===== config.mk =====
export PLATFORM = sky130hd
export DESIGN_NAME = board_key_conditioner
export DESIGN_NICKNAME = d
export VERILOG_FILES = /design/src/rtl/board_key_conditioner.sv
export SDC_FILE = /design/constraint.sdc
export NUM_CORES = 1
export LEC_CHECK = 0
export ABC_CLOCK_PERIOD_IN_PS = 6300
export BUFFER_PORTS_ARGS = -buffer_cell sky130_fd_sc_hd__buf_2
export CAP_MARGIN = 25
export CORE_MARGIN = 4
export CORE_UTILIZATION = 30
export CTS_BUF_LIST = sky130_fd_sc_hd__clkbuf_4 sky130_fd_sc_hd__clkbuf_8 sky130_fd_sc_hd__clkbuf_16
export CTS_CLUSTER_DIAMETER = 60
export DETAILED_ROUTE_END_ITERATION = 7
export PLACE_DENSITY = 0.51
export SYNTH_ARGS = -nofsm -noshare
export SYNTH_HDL_FRONTEND = slang
export SYNTH_SLANG_ARGS = --single-unit

===== constraint.sdc =====
create_clock -name clk -period 6.3 [get_ports clk]
set_input_delay 0.945 -clock clk [delete_from_list [all_inputs] [get_ports clk]]
set_output_delay 0.945 -clock clk [all_outputs]
set_load 0.05 [all_outputs]

===== src/rtl/board_key_conditioner.sv =====
// board_key_conditioner: synchronise, debounce and edge-detect board keys, and generate a power-up/key-driven system reset
module board_key_conditioner #(
    parameter int w_key          = 2,
    parameter int key_active_low = 1,
    parameter int reverse_key    = 1,
    parameter int tick_cycles    = 27000,
    parameter int debounce_ticks = 10,
    parameter int por_cycles     = 1024,
    parameter int reset_mode     = 0,
    parameter int hold_ticks     = 2000
) (
    input  logic             clk,
    input  logic             rst_n,
    input  logic [w_key-1:0] raw_key,
    output logic [w_key-1:0] key,
    output logic [w_key-1:0] key_pressed,
    output logic [w_key-1:0] key_released,
    output logic             any_key,
    output logic             rst
);
    localparam int W_TICK = $clog2(tick_cycles + 1);
    localparam int W_DB   = $clog2(debounce_ticks + 1);
    localparam int W_POR  = $clog2(por_cycles + 1);
    localparam int W_HOLD = $clog2(hold_ticks + 1);
    localparam logic [W_TICK-1:0] TICK_LAST = W_TICK'(tick_cycles - 1);
    localparam logic [W_DB-1:0]   DB_LAST   = W_DB'(debounce_ticks - 1);
    localparam logic [W_POR-1:0]  POR_LAST  = W_POR'(por_cycles - 1);
    localparam logic [W_HOLD-1:0] HOLD_LAST = W_HOLD'(hold_ticks - 1);

    typedef enum logic [1:0] {POR, RUN, ARM, KEYRST} state_t;

    logic [w_key-1:0]  r_meta, r_sync, w_sync;
    logic [w_key-1:0]  r_key, r_pressed, r_released;
    logic [W_DB-1:0]   r_db_cnt [w_key];
    logic [W_TICK-1:0] r_tick_cnt;
    logic              w_tick;
    logic [W_POR-1:0]  r_por_cnt;
    logic [W_HOLD-1:0] r_hold_cnt;
    state_t            r_state, w_next;
    logic              r_rst;
    logic              w_all;

    assign w_tick       = r_tick_cnt == TICK_LAST;
    assign w_all        = &r_key;
    assign key          = r_key;
    assign key_pressed  = r_pressed;
    assign key_released = r_released;
    assign any_key      = |r_key;
    assign rst          = r_rst;

    // two-flop synchroniser on the raw board buttons
    always_ff @(posedge clk) begin
        if (!rst_n) begin
            r_meta <= '0;
            r_sync <= '0;
        end else begin
            r_meta <= raw_key;
            r_sync <= r_meta;
        end
    end

    // polarity correction and optional bit-order reversal
    always_comb begin
        w_sync = '0;
        for (int i = 0; i < w_key; i++)
            w_sync[i] = (reverse_key != 0 ? r_sync[w_key-1-i] : r_sync[i]) ^ (key_active_low != 0);
    end

    // shared free-running debounce tick
    always_ff @(posedge clk) begin
        if (!rst_n || w_tick)
            r_tick_cnt <= '0;
        else
            r_tick_cnt <= r_tick_cnt + 1'b1;
    end

    // per-key debounce: accept a change only after debounce_ticks ticks of continuous mismatch
    always_ff @(posedge clk) begin
        if (!rst_n) begin
            r_key      <= '0;
            r_pressed  <= '0;
            r_released <= '0;
            for (int i = 0; i < w_key; i++)
                r_db_cnt[i] <= '0;
        end else begin
            for (int i = 0; i < w_key; i++) begin
                r_pressed[i]  <= 1'b0;
                r_released[i] <= 1'b0;
                if (w_sync[i] == r_key[i])
                    r_db_cnt[i] <= '0;
                else if (w_tick) begin
                    if (r_db_cnt[i] == DB_LAST) begin
                        r_key[i]      <= w_sync[i];
                        r_pressed[i]  <= w_sync[i];
                        r_released[i] <= ~w_sync[i];
                        r_db_cnt[i]   <= '0;
                    end else
                        r_db_cnt[i] <= r_db_cnt[i] + 1'b1;
                end
            end
        end
    end

    // reset FSM next-state logic
    always_comb begin
        w_next = r_state;
        case (r_state)
            POR:     if (r_por_cnt == POR_LAST) w_next = RUN;
            RUN:     if (reset_mode == 1 && any_key) w_next = KEYRST;
                     else if (reset_mode == 2 && w_all) w_next = ARM;
            ARM:     if (!w_all) w_next = RUN;
                     else if (w_tick && r_hold_cnt == HOLD_LAST) w_next = KEYRST;
            KEYRST:  if (reset_mode == 2 ? !w_all : !any_key) w_next = POR;
            default: w_next = POR;
        endcase
    end

    // FSM state, its counters, and the registered system reset (one cycle behind the state)
    always_ff @(posedge clk) begin
        if (!rst_n) begin
            r_state    <= POR;
            r_por_cnt  <= '0;
            r_hold_cnt <= '0;
            r_rst      <= 1'b1;
        end else begin
            r_state    <= w_next;
            r_por_cnt  <= (r_state == POR && w_next == POR) ? r_por_cnt + 1'b1 : '0;
            r_hold_cnt <= (r_state == ARM && w_next == ARM) ? r_hold_cnt + W_HOLD'(w_tick) : '0;
            r_rst      <= r_state == POR || r_state == KEYRST;
        end
    end
endmodule


== After elaboration in Yosys (flattened, before gate mapping) ==
Memory sizes are Yosys's and may differ from the RTL's.
Index checks and enable logic that the tools add are counted.

* Flip-flop bits (word level): 50
* RAM bits: 8
* Input port bits: 4
* Output and inout bits: 8
* Memories kept: 1

* Add/subtract/negate cells: 5
* Eq/ne operators: 10
* Muxes and demuxes: 38
* Bitwise gates (word level): 14
* Reduce and logical (&&, ||, !) cells: 16

{| class="wikitable"
|+ Memories
! name !! words !! width !! rd ports !! clocked after memory_dff !! write ports !! line !! text
|-
| r_db_cnt || 2 || 4 || 2 || 0 || 2 || 34 || <nowiki>logic [W_DB-1:0] r_db_cnt [w_key];</nowiki>
|}

{| class="wikitable"
|+ Operators by type and width
! operator !! number
|-
| 1-bit 2-to-1 mux || 27
|-
| 4-bit 2-to-1 mux || 6
|-
| 15-bit by 1-bit adder with 15-bit output (second input constant) || 1
|-
| 15-bit == test (second input constant) || 1
|-
| 11-bit by 1-bit adder with 11-bit output || 1
|-
| 11-bit by 1-bit adder with 11-bit output (second input constant) || 1
|-
| 11-bit by 10-bit == test with 1-bit output (second input constant) || 1
|-
| 11-bit == test (second input constant) || 1
|-
| 4-bit by 1-bit adder with 4-bit output (second input constant) || 2
|-
| 4-bit == test (second input constant) || 2
|-
| 2-bit 2-to-1 mux || 4
|-
| 1-bit inverter || 8
|-
| 4-bit OR reduction || 2
|-
| 2-bit == test (second input constant) || 3
|-
| 1-bit OR || 6
|-
| 2-bit case mux with 3 select lines || 1
|-
| 2-bit AND reduction || 3
|-
| 3-bit AND reduction || 2
|-
| 2-bit zero test || 2
|-
| 1-bit logical AND || 3
|-
| 1-bit == test || 2
|-
| 1-bit logical OR || 2
|-
| 2-bit OR reduction || 1
|-
| 1-bit zero test || 1
|}

== Depth between registers and ports, before layout ==
* Depth in word-level cells: 8
* Depth in mapped cells: 10

== Worst setup path before layout ==
No wires, ideal clock.

* Path type: reg2reg
* Start point: register r_tick_cnt[7]
* End point: register r_hold_cnt[8]
* Arrival: 2.161 ns
* Data required time: 6.186 ns
* Slack: 4.025 ns
* Cell stages (with the launch flop): 10
* Buffers on the path: 0
* Clock period less this slack: 2.275 ns
* Cell sequence: dfxtp_1 -> or4b_4 -> nor4_4 -> ha_1 -> ha_1 -> inv_1 -> nor2_1 -> nand3_1 -> xor2_1 -> nor2_1

* Longest elaborated chain between the ends: 8
* Elaborated cells on any way between the ends: 9
* Classes of those cells: add/sub (1); eq/ne (2); mux (3); reduce/logical (3)

{| class="wikitable"
|+ RTL lines
! what !! line !! text
|-
| start, declared || 35 || <nowiki>logic [W_TICK-1:0] r_tick_cnt;</nowiki>
|-
| start signal, assigned || 74 || <nowiki>r_tick_cnt <= r_tick_cnt + 1'b1;</nowiki>
|-
| 15-bit == test (*) || 43 || <nowiki>assign w_tick = r_tick_cnt == TICK_LAST;</nowiki>
|-
| 1-bit logical AND || 112 || <nowiki>else if (w_tick && r_hold_cnt == HOLD_LAST) w_next = KEYRST;</nowiki>
|-
| 2-bit 2-to-1 mux || 112 ||
|-
| 2-bit 2-to-1 mux || 111 || <nowiki>ARM: if (!w_all) w_next = RUN;</nowiki>
|-
| 2-bit case mux with 3 select lines || 107 || <nowiki>case (r_state)</nowiki>
|-
| 2-bit == test || 128 || <nowiki>r_hold_cnt <= (r_state == ARM && w_next == ARM) ? r_hold_cnt + W_HOLD'(w_tick) : '0;</nowiki>
|-
| 1-bit logical AND || 128 ||
|-
| 2-bit AND reduction (no source line) || -- ||
|-
| end signal, assigned || 128 ||
|-
| end, declared || 38 || <nowiki>logic [W_HOLD-1:0] r_hold_cnt;</nowiki>
|}

Every way passes the cells marked *; elsewhere a longest branch is shown, timed or not.
A chain may end at the register's enable or synchronous reset.

== Worst setup path in the final report ==
* Start point: register r_tick_cnt[8]
* End point: register r_hold_cnt[8]

The elaborated chain is that of the path after synthesis.

==> reports/results.txt <==
final setup fails = 0
Arr. time, crit path = 2.73 ns
layout cells sized above 1 = 0.0987
Clock transition at path regs = 0.07 ns
Routed WL = 4720 um
Avg Cell Area, Syn = 9.16 sq um
row cnt = 34
critical-path cell list = or4b_4 > nor4_4 > ha_1 > ha_1 > inv_1 > nor2_1 > nand3_1 > xor2_1 > nor2_1
largest net degree at the start of global routing = 18
Comb pwr share = 0.025
DRC errors left = 0
sum of negative setup slack = 0 ns
Psw = 0.163 mW
internal power = 0.580 mW
slew margin rel. = 0.586
Longest Clk Path Bufs = 2
CTS tree = built
full die area = 10500 sq um
Worst R2R Setup Slack = 3.78 ns
Worst setup EP type = flop
min-delay src = r_meta[0]$_SDFF_PN0_
Area contributors post-synth = dfxtp_1 37%, edfxtp_1 9.0%, nor2_1 7.4%
vias in the first global route = 1842
Mapped Nets = 309
effective utilization at floorplan = 0.308
synth unique cells = 31
RR Startpoint = r_tick_cnt[8]$_SDFF_PP0_
Post-CTS Resized = 0
Root Driver = clkbuf_8
switching share of power = 0.219
sequential area share after synthesis = 0.462
Buffers on Ports = 11
Layout area overhead = 12.4%
global-route wire length before repair = 8230 um
R2R depth = 9
Total Power = 0.742 mW
CP required = 6.51 ns
Min-Delay Endpoint = r_sync[0]$_SDFF_PN0_
clk sinks = 58
Overall Global Routing Usage = 0.101
minimum clock period = 2.52 ns
PD cells = 246 nW/um^2
hold slack = 0.433 ns
final net count = 325
First DRT Iteration DRCs = 109
placer congestion estimate = 0.774
Yosys reg bits = 58
Antenna diodes = 0
max frequency = 397 MHz
H-Tree Depth = 3
Max VDD drop = 80.2 uV
worst-skew pair later-pin latency = 0.33 ns
utilization after layout = 0.346
# IOs = 12
hold buffers post-CTS = 0
kind of critical path = flop to flop
outcome = complete, no violations
Clock power frac = 0.452
CP max stage cell = or4b_4
Final Hold Viols = 0
Congestion Overflow GR = 0
via/cell ratio = 4.56
Pre-antenna DRT Iters = 4
Lkg Pwr = 1.11 nW
slowest stage delay, CP = 0.53 ns
CP max FO = 6
Yosys warning count = 0
Vias = 1925
RSZ-0062 raised after global routing = false
pins over their slew limit = 0
total CTS buffers = 9
hold depth = 1
core area = 8720 sq um
Syn Inst Count = 293
Setup Skew = 0.0115 ns
startpoint types = flop
Die Y = 103 um
reg2reg end = r_hold_cnt[8]$_SDFF_PN0_
Period Utilization, post-route = 0.400
Detailed Place HPWL = 3440 um
Least-Margin Pin Slew = 0.621 ns
worst hold path type = flop to flop
top-area cell type share of the netlist area = 0.373
Seq pwr share = 0.522
antenna violations before repair = 0
largest area contributor in the synthesized netlist = dfxtp_1
Cell Area, Synth = 2680 sq um
# Post-CTS Setup Buffers = 0
Die Span X = 103 um
Max Cap Viol = 0
routed len/inst = 11.2 um
DRT antenna net count = 0
==> sequential cells by signal, summed over array words and instances, names as in the netlist <==
| register | flops |
|---|---|
| r_sync | 2 |
| r_db_cnt | 8 |
| r_por_cnt | 11 |
| r_tick_cnt | 15 |
| key | 2 |
| rst | 1 |
| key_released | 2 |
| r_meta | 2 |
| key_pressed | 2 |
| r_hold_cnt | 11 |
| r_state | 2 |
==> per-stage QoR <==
step                      instances  setup slack (ns)  instance area (sq um)
after floorplan                 293              4.02                   2680
final                           422              3.78                   3020
after CTS                       422              3.78                   3020
after detailed placement        406              3.78                   2820
after global placement          406              3.84                   2820
after global routing            422              3.48                   3020
==> final cells by class <==
cell class / instances / area (sq um)
well taps: 108 / 135
flip-flops and latches: 58 / 1240
multi-input cells: 216 / 1340
repair buffers: 11 / 55.1
fillers: 891 / 5700
clock buffers: 11 / 139
clock inverters: 5 / 55.1
inverters: 13 / 48.8
==> cell families after synthesis <==
kind of cell    share of synthesized area
flops                               0.462
xor+xnor                            0.117
simple gates                        0.298
compound gates                     0.0294
buf+inv                            0.0368
fa+ha+maj                          0.0559
==> worst max-delay path: cells and delay by family (launching register included) <==
family / cells / cell delay [ns]
fa+ha+maj: 2 / 0.54
xor+xnor: 1 / 0.14
flops: 1 / 0.40
buf+inv: 1 / 0.07
simple gates: 5 / 1.26
==> layer usage <==
metal  vias to the layer above  GRT usage  part of all wire
li1                       1019          -                 -
met1                       876      0.129              0.50
met2                        20      0.148              0.44
met3                        10     0.0291             0.031
met4                         0     0.0656             0.026
met5                         -          0                 0
==> power by group through the flow <==
stage          clock, mW  combinational (mW)  sequential (mW)
2_1_floorplan          0              0.0169            0.395
3_3_place_gp           0              0.0193            0.396
3_5_place_dp           0              0.0194            0.396
4_1_cts            0.349              0.0196            0.388
5_1_grt            0.362              0.0227            0.389
6_report           0.336              0.0189            0.388
==> Yosys cell counts <==
cell / n
o21ai_0: 3
xnor2_1: 15
buf_4: 1
clkbuf_1: 3
nor3_1: 8
nand2_1: 24
nand2_2: 1
and2_1: 8
nor3b_1: 2
xor2_1: 21
nand4b_1: 5
a31oi_1: 2
or4b_4: 1
nand2b_1: 5
nor2_1: 53
o21ai_1: 1
edfxtp_1: 8
and3_1: 4
dfxtp_1: 50
o41a_1: 1
buf_12: 1
a21oi_1: 7
inv_1: 13
nand3_1: 21
nor4_1: 3
and4_1: 2
ha_1: 12
nand3b_1: 6
nor4_4: 2
nand4_1: 9
buf_6: 1
==> worst max path at each step <==
| stage | start | to | slack [ns] | cells after the start |
|---|---|---|---|---|
| finish | r_tick_cnt[8]$_SDFF_PP0_ | r_hold_cnt[8]$_SDFF_PN0_ | 3.78 | 9 |
| global route | r_tick_cnt[7]$_SDFF_PP0_ | r_hold_cnt[8]$_SDFF_PN0_ | 3.48 | 9 |
| CTS | r_tick_cnt[8]$_SDFF_PP0_ | r_hold_cnt[8]$_SDFF_PN0_ | 3.78 | 9 |
| detailed placement | r_tick_cnt[8]$_SDFF_PP0_ | r_hold_cnt[8]$_SDFF_PN0_ | 3.78 | 9 |
| global placement | r_tick_cnt[7]$_SDFF_PP0_ | r_db_cnt[1][0]$_SDFFCE_PN0P_ | 3.84 | 4 |
| floorplan | r_tick_cnt[7]$_SDFF_PP0_ | r_hold_cnt[8]$_SDFF_PN0_ | 4.02 | 9 |
==> placed cells by master (no fill, tap or decap) <==
| cell type | instances |
|---|---|
| nand2_2 | 1 |
| edfxtp_1 | 8 |
| bufinv_16 | 1 |
| buf_2 | 11 |
| and3_1 | 4 |
| nand4_1 | 9 |
| clkinvlp_4 | 2 |
| clkinv_2 | 2 |
| and2_1 | 8 |
| nor4_4 | 2 |
| nor4_1 | 3 |
| nand3b_1 | 6 |
| nand3_1 | 21 |
| xnor2_1 | 15 |
| ha_1 | 12 |
| or4b_4 | 1 |
| inv_1 | 13 |
| dfxtp_1 | 50 |
| o41a_1 | 1 |
| xor2_1 | 21 |
| o21ai_1 | 1 |
| clkbuf_8 | 9 |
| o21ai_0 | 3 |
| and4_1 | 2 |
| nand2b_1 | 5 |
| a31oi_1 | 2 |
| clkbuf_4 | 2 |
| nor3_1 | 8 |
| nand2_1 | 24 |
| a21oi_1 | 7 |
| nor2_1 | 53 |
| nor3b_1 | 2 |
| nand4b_1 | 5 |
No activity file was read; power rests on OpenSTA's default activity.
